### src/rtl/row_scan_decoder.sv
// Registered one-hot row driver: manual address decode or automatic DWELL-paced scan with frame_done on wrap.
// Optional anti-ghosting blank cycle on every row change is enabled by defining ROW_SCAN_BLANK_GAP_EN.
module row_scan_decoder #(
    parameter int ADDR_W = 3,
    parameter int DWELL  = 4
) (
    input  logic                     clk,
    input  logic                     rst,
    input  logic                     nen,
    input  logic                     mode,
    input  logic [ADDR_W-1:0]        addr,
    output logic [(1<<ADDR_W)-1:0]   row_sel,
    output logic [ADDR_W-1:0]        row_idx,
    output logic                     frame_done
);

    localparam int N  = 1 << ADDR_W;
    localparam int CW = (DWELL > 1) ? $clog2(DWELL) : 1;
    localparam logic [CW-1:0] LAST = CW'(DWELL - 1);

`ifdef ROW_SCAN_BLANK_GAP_EN
    localparam bit BLANK = 1'b1;
`else
    localparam bit BLANK = 1'b0;
`endif

    // ADVANCE is the blank cycle between two rows; it is only entered when blanking is built in.
    typedef enum logic {
        SHOW    = 1'b0,
        ADVANCE = 1'b1
    } state_t;

    state_t          state, state_nxt;
    logic [CW-1:0]   cnt, cnt_nxt;
    logic [ADDR_W-1:0] idx_nxt;
    logic [N-1:0]    sel_nxt;
    logic            fd_nxt;

    function automatic logic [N-1:0] onehot(input logic [ADDR_W-1:0] i);
        logic [N-1:0] v;
        v    = '0;
        v[i] = 1'b1;
        return v;
    endfunction

    always_ff @(posedge clk or posedge rst) begin
        if (rst) begin
            state      <= SHOW;
            cnt        <= '0;
            row_idx    <= '0;
            row_sel    <= '0;
            frame_done <= 1'b0;
        end else begin
            state      <= state_nxt;
            cnt        <= cnt_nxt;
            row_idx    <= idx_nxt;
            row_sel    <= sel_nxt;
            frame_done <= fd_nxt;
        end
    end

    // Disabled cycles blank the rows but freeze row, dwell count and any pending blank.
    always_comb begin
        state_nxt = state;
        cnt_nxt   = cnt;
        idx_nxt   = row_idx;
        sel_nxt   = '0;
        fd_nxt    = 1'b0;
        if (!nen) begin
            case (state)
                ADVANCE: begin
                    if (!mode && addr != row_idx) begin
                        idx_nxt = addr;
                        cnt_nxt = '0;
                    end else begin
                        state_nxt = SHOW;
                        sel_nxt   = onehot(row_idx);
                        if (!mode) begin
                            cnt_nxt = '0;
                        end
                    end
                end
                default: begin
                    if (!mode) begin
                        cnt_nxt = '0;
                        idx_nxt = addr;
                        if (BLANK && addr != row_idx) begin
                            state_nxt = ADVANCE;
                        end else begin
                            sel_nxt = onehot(addr);
                        end
                    end else if (cnt == LAST) begin
                        cnt_nxt = '0;
                        idx_nxt = row_idx + 1'b1;
                        fd_nxt  = (row_idx == '1);
                        if (BLANK) begin
                            state_nxt = ADVANCE;
                        end else begin
                            sel_nxt = onehot(row_idx + 1'b1);
                        end
                    end else begin
                        cnt_nxt = cnt + 1'b1;
                        sel_nxt = onehot(row_idx);
                    end
                end
            endcase
        end
    end

endmodule
### config.mk
export PLATFORM = sky130hd
export DESIGN_NAME = row_scan_decoder
export DESIGN_NICKNAME = d
export VERILOG_FILES = /design/src/rtl/row_scan_decoder.sv
export SDC_FILE = /design/constraint.sdc
export NUM_CORES = 1
export LEC_CHECK = 0
export CAP_MARGIN = 30
export CORE_MARGIN = 3
export CORE_UTILIZATION = 50
export CTS_CLUSTER_DIAMETER = 50
export DETAILED_ROUTE_END_ITERATION = 8
export DONT_BUFFER_PORTS = 1
export GPL_TIMING_DRIVEN = 1
export HOLD_SLACK_MARGIN = 0.1
export PLACE_DENSITY_LB_ADDON = 0.1
export REMOVE_ABC_BUFFERS = 1
export SLEW_MARGIN = 20
export SYNTH_ARGS = -nofsm -noshare
export SYNTH_HDL_FRONTEND = slang
export SYNTH_SLANG_ARGS = --single-unit
### constraint.sdc
create_clock -name clk -period 2.72 [get_ports clk]
set_clock_uncertainty 0.15 [all_clocks]
set_input_delay 0.544 -clock clk [delete_from_list [all_inputs] [get_ports clk]]
set_output_delay 0.544 -clock clk [all_outputs]
set_load 0.05 [all_outputs]
==> results of run 1 <==
-- registers in the layout, summed over array words and instances (netlist names) --
signal	flops
cnt	2
frame_done	1
row_idx	3
row_sel	8
state	1
-- area by class of cell --
class	instances	area, um2
Clock buffer	3	22.5
Clock inverter	1	5.00
Fill cell	164	738
Inverter	7	26.3
Multi-Input combinational cell	74	533
Sequential cell	15	375
Tap cell	25	31.3
Timing Repair Buffer	4	32.5
-- cell families (layout without fill, tap and decap cells) --
family,Yosys count,count (layout),share of synthesized area [%]
adders and majority gates,3,3,3.91
DFF,15,15,39.1
xor gates and xnor gates,3,3,2.74
and+or+nand+nor,32,32,17.1
AOI/OAI and AO/OA,33,33,28.6
muxes,3,3,3.26
buffers and inverters,12,15,5.35
-- Yosys cell counts, drive strengths merged, types with 4 or more instances --
cell type	n
nand2	7
a22oi	4
a32o	5
buf	4
nor2	10
nand2b	8
inv	7
o32ai	6
o22ai	6
dfrtp	15
-- per-stage QoR --
step | setup WS (ns) | cell area, um2 | std cells
finish | 0.600 | 1030 | 129
global route | 0.518 | 1030 | 129
CTS | 0.644 | 1030 | 129
detailed placement | 0.690 | 988 | 124
global placement | 0.748 | 988 | 124
floorplan | 0.569 | 935 | 96
-- power by group through the flow --
stage	sequential [mW]	clock (mW)	combinational, mW
finish	0.376	0.134	0.421
global route	0.386	0.149	0.459
CTS	0.373	0.140	0.417
detailed placement	0.377	0	0.414
global placement	0.376	0	0.406
floorplan	0.432	0	0.254
-- final timing paths --
| kind | from | to | cells past startpoint |
|---|---|---|---|
| min reg2reg | cnt[0]$_DFFE_PP0P_ | cnt[0]$_DFFE_PP0P_ | 1 |
| max | row_idx[0]$_DFFE_PP0P_ | row_sel[3]$_DFF_PP0_ | 6 |
| max reg2reg | row_idx[0]$_DFFE_PP0P_ | row_sel[3]$_DFF_PP0_ | 6 |
| max in group asynchronous | rst | row_sel[6]$_DFF_PP0_ | 2 |
| min | nen | row_idx[0]$_DFFE_PP0P_ | 2 |
| min in group asynchronous | rst | row_sel[7]$_DFF_PP0_ | 2 |
-- layer usage --
metal	vias up	part of all wire, %	track usage (%)
met1	387	43	24.9
li1	385	-	-
met2	52	47	31.3
met5	-	0	0
met4	0	1.4	6.45
met3	5	9.0	6.65
==> impl_metrics.json, run 1 <==
{
  "worst_pin_slew_ns": 0.564,
  "fmax_mhz": 472,
  "cts_setup_buffers": 0,
  "via_count": 829,
  "first_pass_iters": 5,
  "avgSynthCellArea_um2": 9.50,
  "layout-drive-gt1-share_pct": 12.5,
  "synth_cell_types": 30,
  "grt_max_degree": 20,
  "p_per_area_nw_per_um2": 908,
  "setup_viol": 0,
  "area_delta_synth_final_pct": 6.91,
  "track_usage_pct": 19.7,
  "hold_class": "primary input to flop",
  "status": "finished, final reports clean",
  "final_common_cell": "dfrtp_1",
  "arrival_ns": 2.15,
  "peakVddDrop_v": 0.000517,
  "initial_core_util_pct": 54.4,
  "power_frac_comb_pct": 45.2,
  "yosys.area.top_type": "dfrtp_1",
  "globalplace.congestion": 0.947,
  "cpPeakStageDelay_ns": 0.56,
  "start_kind": "flop",
  "die_x_um": 49.8,
  "synth_cells": 101,
  "routed_wl_um": 2170,
  "clock_power_share_pct": 14.4,
  "crit_required_ns": 2.75,
  "n_antenna_cell": 0,
  "numCtsBuffers": 3,
  "final_max_slew_viol_count": 0,
  "syn_area_um2": 960,
  "ios": 19,
  "die_area_um2": 2480,
  "critPathTopFamily": "adder cells",
  "r2r_setup_slack_ns": 0.60,
  "clock_latency_ns": 0.30,
  "yosysWarnings": 0,
  "synth-seq-cells": 15,
  "synthDominantCellAreaShare_pct": 39.1,
  "synthTopCellsByArea": "dfrtp_1 39%, o32ai_1 5.5%, a32o_1 5.2%, nand2b_1 5.2%, ha_1 3.9%",
  "cp_cell_sequence": "ha_1, ha_1, or2_2, o22ai_1, a32oi_1, o32ai_1",
  "final_antenna_net_count": 0,
  "core-area_um2": 1760,
  "numClockSinks": 15,
  "ys_async_sr_fraction_pct": 100,
  "p_leak_nw": 0.441,
  "setup-tns-final_ns": 0,
  "intPower_uw": 481,
  "seqPwrFrac_pct": 40.4,
  "ctsResizeCount": 0,
  "io_buffers": 0,
  "routed_via_density": 6.43,
  "wl_per_cell_um": 16.8,
  "drt-initial-drc-count": 46,
  "crit_path_frequent_cell": "ha_1",
  "final_nets": 115,
  "criticalPathCategory": "flop to flop",
  "crit_buf_inv": 0,
  "rsz0062_at_grt": "no",
  "antenna_found_initial": 0,
  "layout_common_cells": "15 x dfrtp_1, 10 x nor2_1, 8 x nand2b_1",
  "overflow": 0,
  "cts_tree": "done",
  "ys.flop_type": "dfrtp_1",
  "synth-edff-count": 0,
  "maxCapViolCount": 0,
  "cts_hold_buf": 1,
  "htree_levels": 1,
  "finalHoldViolCount": 0,
  "hold_ws_ns": 0.253,
  "ys_seq_area_share_pct": 39.1,
  "finalPower_uw": 931,
  "path_clk_slew_ns": 0.11,
  "crit_fanout": 15,
  "clock_path_buffers": 2,
  "critPathCaptureType": "flop",
  "grt_first_pass_wirelength_um": 3710,
  "crit_path_top_delay_cell": "dfrtp_1",
  "fin_util_pct": 58.2,
  "dp_hpwl_um": 1590,
  "rows": 15,
  "die_h_um": 49.8,
  "grt_pass1_vias": 790,
  "cts-root-buf": "clkbuf_4",
  "fin_crit_sh_pct": 77.9,
  "finalCriticalPeriod_ns": 2.12,
  "netSwitchingFraction_pct": 48.4,
  "power.switching_uw": 450,
  "drc": 0,
  "slew_headroom_pct": 62.4
}
(Power assumes the default switching activity.)
==> run 2: changes to the inputs <==
clock period = 2.15 ns   (was 2.72 ns; I/O delays follow)
==> run 2 against run 1 <==
Net effect:
- design area grew 0.61%
- first-iteration DRC count fell by 35%
- utilization up 0.35 points
- die area stayed put
- total power rose by 28%
- setup slack got worse by 0.34 ns
- sequential power increased by 11%
- global-route usage barely moved
- non-clock buffer count rose by 1
- largest cell class unchanged
- largest power group unchanged
==> impl_metrics.json, run 2 (same netlist as run 1, synthesis figures left out) <==
{
  "first_pass_iters": 4,
  "met3_length_um": 184,
  "ios": 19,
  "crit_path_top_delay_cell": "dfrtp_1",
  "fillers": 174,
  "critPathCaptureType": "flop",
  "final_nets": 116,
  "highest_layer": "met4",
  "dp_hpwl_um": 1700,
  "cts_setup_buffers": 0,
  "layout-drive-gt1-share_pct": 12.4,
  "antenna_found_initial": 0,
  "arrival_ns": 1.91,
  "rows": 15,
  "finalHoldViolCount": 0,
  "criticalPathCategory": "flop to flop",
  "via_count": 824,
  "die_h_um": 49.8,
  "numCtsBuffers": 3,
  "track_usage_pct": 19.7,
  "fin_crit_sh_pct": 87.8,
  "top_register": "row_sel",
  "initial_core_util_pct": 54.4,
  "core-area_um2": 1760,
  "drc": 0,
  "grt_pass1_vias": 750,
  "numClockSinks": 15,
  "setup_viol": 0,
  "htree_levels": 1,
  "critPathTopFamily": "adder cells",
  "dr_wl_met2_um": 967,
  "rsz0062_at_grt": "no",
  "cpPeakStageDelay_ns": 0.42,
  "placed_area_um2": 996,
  "cp_cell_sequence": "ha_1, ha_1, or2_2, o22ai_1, a32oi_1, o32ai_1",
  "status": "finished, final reports clean",
  "setup-tns-final_ns": 0,
  "crit_path_frequent_cell": "ha_1",
  "overflow": 0,
  "globalplace.congestion": 0.925,
  "layout_common_cells": "15 x dfrtp_1, 10 x nor2_1, 8 x nand2b_1",
  "ctsResizeCount": 0,
  "path_clk_slew_ns": 0.10,
  "grt_first_pass_wirelength_um": 3650,
  "io_buffers": 0,
  "clock_path_buffers": 2,
  "cts_hold_buf": 1,
  "worst_pin_slew_ns": 0.537,
  "fmax_mhz": 530,
  "final_common_cell": "dfrtp_1",
  "multi_input_area_um2": 533,
  "largest_reg_flops": 8,
  "crit_fanout": 5,
  "area_delta_synth_final_pct": 7.56,
  "maxCapViolCount": 0,
  "grt_max_degree": 20,
  "clock_latency_ns": 0.28,
  "final_max_slew_viol_count": 0,
  "finalCriticalPeriod_ns": 1.89,
  "final_antenna_net_count": 0,
  "slew_headroom_pct": 64.2,
  "fin_area_um2": 1030,
  "hold_class": "primary input to flop",
  "peakVddDrop_v": 0.000726,
  "crit_required_ns": 2.17,
  "routed_via_density": 6.34,
  "start_kind": "flop",
  "n_antenna_cell": 0,
  "die_area_um2": 2480,
  "drt-initial-drc-count": 30,
  "seqCellArea_um2": 375,
  "routed_wl_um": 2220,
  "cts-root-buf": "clkbuf_4",
  "wl_per_cell_um": 17.1,
  "p_per_area_nw_per_um2": 1150,
  "crit_buf_inv": 0,
  "reg.largest.list": "row_sel x8, row_idx x3, cnt x2",
  "cts_tree": "done",
  "die_x_um": 49.8,
  "p_leak_nw": 0.443,
  "m1WireLength_um": 1040
}
==> run 2: cell count changes in the layout (fill, tap and decap cells not counted), sizes merged <==
cell	previous run	this run
buf	3	4
clkbuf	3	4
clkinv	1	0
==> run 2: layout make-up <==
class | instances | share of cell area (%)
tap | 25 | 3.03
clock buffer | 4 | 2.55
timing repair buffer | 5 | 3.88
inverter | 7 | 2.55
multi-input combinational | 74 | 51.6
sequential | 15 | 36.4
==> run 2: power breakdown <==
| part | total, mW | switching, mW | internal (mW) |
|---|---|---|---|
| clock | 0.162 | 0.0905 | 0.0719 |
| sequential | 0.417 | 0.0914 | 0.326 |
| combinational | 0.609 | 0.381 | 0.227 |
==> run 2: through the flow <==
step | worst slack (ns) | cells | power (mW) | utilization [%] | hold WS (ns)
3_5_place_dp | 0.321 | 125 | 1.02 | 56.5 | 0.248
3_3_place_gp | 0.368 | 125 | 1.01 | 56.5 | 0.247
2_1_floorplan | -0.000960 | 96 | 0.867 | - | 0.181
5_1_grt | 0.148 | 130 | 1.26 | 58.5 | 0.156
4_1_cts | 0.289 | 130 | 1.18 | 58.5 | 0.158
6_report | 0.262 | 130 | 1.19 | 58.5 | 0.155
==> run 2: final timing paths <==
| kind | slack [ns] | endpoint | startpoint | cells after the start |
|---|---|---|---|---|
| worst max-delay path | 0.26 | row_sel[3]$_DFF_PP0_ | row_idx[0]$_DFFE_PP0P_ | 6 |
| worst min-delay path | 0.16 | cnt[1]$_DFFE_PP0P_ | mode | 1 |
| worst max register to register | 0.26 | row_sel[3]$_DFF_PP0_ | row_idx[0]$_DFFE_PP0P_ | 6 |
| worst min register to register | 0.34 | cnt[0]$_DFFE_PP0P_ | cnt[0]$_DFFE_PP0P_ | 1 |
| max in group asynchronous | 1.02 | row_sel[2]$_DFF_PP0_ | rst | 2 |
| min in group asynchronous | 0.46 | cnt[0]$_DFFE_PP0P_ | rst | 2 |
==> run 2: metal layers <==
metal | track usage, % | up-vias
met5 | 0 | -
met4 | 6.91 | 0
met3 | 4.83 | 4
met2 | 26.9 | 39
met1 | 29.6 | 394
li1 | - | 387
==> run 3: changes to the inputs <==
CORE_UTILIZATION = 40   (was 50)
==> run 3 against run 2 <==
Net effect:
- die area grew 22%
- total power rose by 0.37%
- cell count grew 3.1%
- clock-buffer cell count shrank 1
- global-route usage is 2.2 points lower
- sequential cell count stayed put
- setup slack got worse by 0.0024 ns
==> impl_metrics.json, run 3 (same netlist as run 1, synthesis figures left out) <==
{
  "status": "finished, final reports clean",
  "intPower_uw": 620,
  "arrival_ns": 1.93,
  "routed_wl_um": 2360,
  "power_frac_comb_pct": 50.4,
  "core-area_um2": 2250,
  "p_leak_nw": 0.450,
  "area_delta_synth_final_pct": 8.87,
  "overflow": 0,
  "clock_latency_ns": 0.29,
  "fin_crit_sh_pct": 87.9,
  "final_antenna_net_count": 0,
  "setup_viol": 0,
  "via_count": 793,
  "crit_required_ns": 2.19,
  "track_usage_pct": 17.4,
  "clock_power_share_pct": 14.1,
  "finalCriticalPeriod_ns": 1.89,
  "final_common_cell": "dfrtp_1",
  "cts-root-buf": "clkbuf_4",
  "start_kind": "flop",
  "ios": 19,
  "final_max_slew_viol_count": 0,
  "rows": 17,
  "routed_via_density": 5.92,
  "die_x_um": 55.0,
  "dp_hpwl_um": 1780,
  "dr_wl_met2_um": 1030,
  "hold_class": "primary input to flop",
  "final_critical_path_setup_slack_ns": 0.260,
  "numCtsBuffers": 3,
  "final_nets": 117,
  "layout-drive-gt1-share_pct": 14.2,
  "hold_ws_ns": 0.157,
  "antenna_found_initial": 0,
  "die_area_um2": 3020,
  "maxCapViolCount": 0,
  "htree_levels": 1,
  "numClockSinks": 15,
  "top_register": "row_sel",
  "cts_tree": "done",
  "initial_core_util_pct": 42.6,
  "m1WireLength_um": 1060,
  "grt_pass1_vias": 746,
  "critPathTopFamily": "adder cells",
  "path_clk_slew_ns": 0.10,
  "fmax_mhz": 529,
  "finalHoldViolCount": 0,
  "die_h_um": 55.0,
  "worst_pin_slew_ns": 0.580,
  "grt_first_pass_wirelength_um": 3750,
  "largest_reg_flops": 8,
  "peakVddDrop_v": 0.000676,
  "cts_setup_buffers": 0,
  "wl_per_cell_um": 17.6,
  "p_per_area_nw_per_um2": 1140,
  "clock_path_buffers": 2,
  "layout_common_cells": "15 x dfrtp_1, 10 x nor2_1, 8 x nand2b_1",
  "n_antenna_cell": 0,
  "globalplace.congestion": 0.857,
  "crit_buf_inv": 0,
  "power.switching_uw": 573,
  "crit_path_top_delay_cell": "dfrtp_1",
  "netSwitchingFraction_pct": 48.1,
  "ctsResizeCount": 0,
  "drt-initial-drc-count": 33,
  "crit_path_frequent_cell": "ha_1",
  "critPathCaptureType": "flop",
  "drc": 0,
  "reg.largest.list": "row_sel x8, row_idx x3, cnt x2",
  "io_buffers": 0,
  "pre_cts_ws_ns": 0.288,
  "grt_max_degree": 20,
  "first_pass_iters": 4,
  "cp_cell_sequence": "ha_1, ha_1, or2_2, o22ai_1, a32oi_1, o32ai_1",
  "met3_length_um": 225,
  "crit_fanout": 5,
  "highest_layer": "met4",
  "seqPwrFrac_pct": 35.6,
  "cpPeakStageDelay_ns": 0.42,
  "criticalPathCategory": "flop to flop",
  "slew_headroom_pct": 60.9,
  "rsz0062_at_grt": "no"
}
==> run 3: final timing paths <==
path | from | to | slack [ns] | cells past startpoint
worst max-delay path | row_idx[0]$_DFFE_PP0P_ | row_sel[3]$_DFF_PP0_ | 0.26 | 6
worst min-delay path | mode | cnt[1]$_DFFE_PP0P_ | 0.16 | 1
worst max register to register | row_idx[0]$_DFFE_PP0P_ | row_sel[3]$_DFF_PP0_ | 0.26 | 6
worst min register to register | cnt[1]$_DFFE_PP0P_ | cnt[1]$_DFFE_PP0P_ | 0.36 | 1
max in group asynchronous | rst | state$_DFFE_PP0N_ | 1.01 | 2
min in group asynchronous | rst | row_sel[2]$_DFF_PP0_ | 0.47 | 2
==> run 3: per-stage QoR <==
stage	power, mW	TNS [ns]	area (um2)	cells	utilization [%]
2_1_floorplan	0.867	-0.000960	935	96	-
6_report	1.19	0	1040	134	46.3
3_5_place_dp	1.03	0	1010	129	44.7
5_1_grt	1.29	0	1040	134	46.3
4_1_cts	1.20	0	1040	134	46.3
3_3_place_gp	1.03	0	1010	129	44.7
==> run 3: routing by layer <==
metal  global-route usage, %  vias to the layer above
met5                       0                        -
met4                    6.88                        0
met3                    4.29                        4
met2                    23.6                       41
met1                    25.8                      360
li1                        -                      388
==> run 3: cell type report <==
class                   count  area (um2)
inverters                   7        26.3
well taps                  28        35.0
clock buffers               3        22.5
multi-input cells          74         533
clock inverters             1        5.00
repair buffers              6        47.5
fillers                   233        1210
flip-flops and latches     15         375
==> run 3: worst register-to-register path, cell delays in order, from the launching register on <==
cell and delay (ns):
dfrtp_1 0.42, ha_1 0.21, ha_1 0.33, or2_2 0.31, o22ai_1 0.14, a32oi_1 0.08, o32ai_1 0.15
==> run 3: what timing repair did <==
item                       CTS  global route
hold buffers                 1             0
setup endpoints to repair    0             0
hold endpoints to repair    15             0
==> run 3: power by group through the flow <==
| stage | clock network, mW | registers [mW] | logic, mW |
|---|---|---|---|
| after global routing | 0.195 | 0.432 | 0.659 |
| after global placement | 0 | 0.432 | 0.600 |
| after CTS | 0.174 | 0.424 | 0.599 |
| after floorplan | 0 | 0.546 | 0.321 |
| after detailed placement | 0 | 0.431 | 0.596 |
| final | 0.168 | 0.424 | 0.601 |
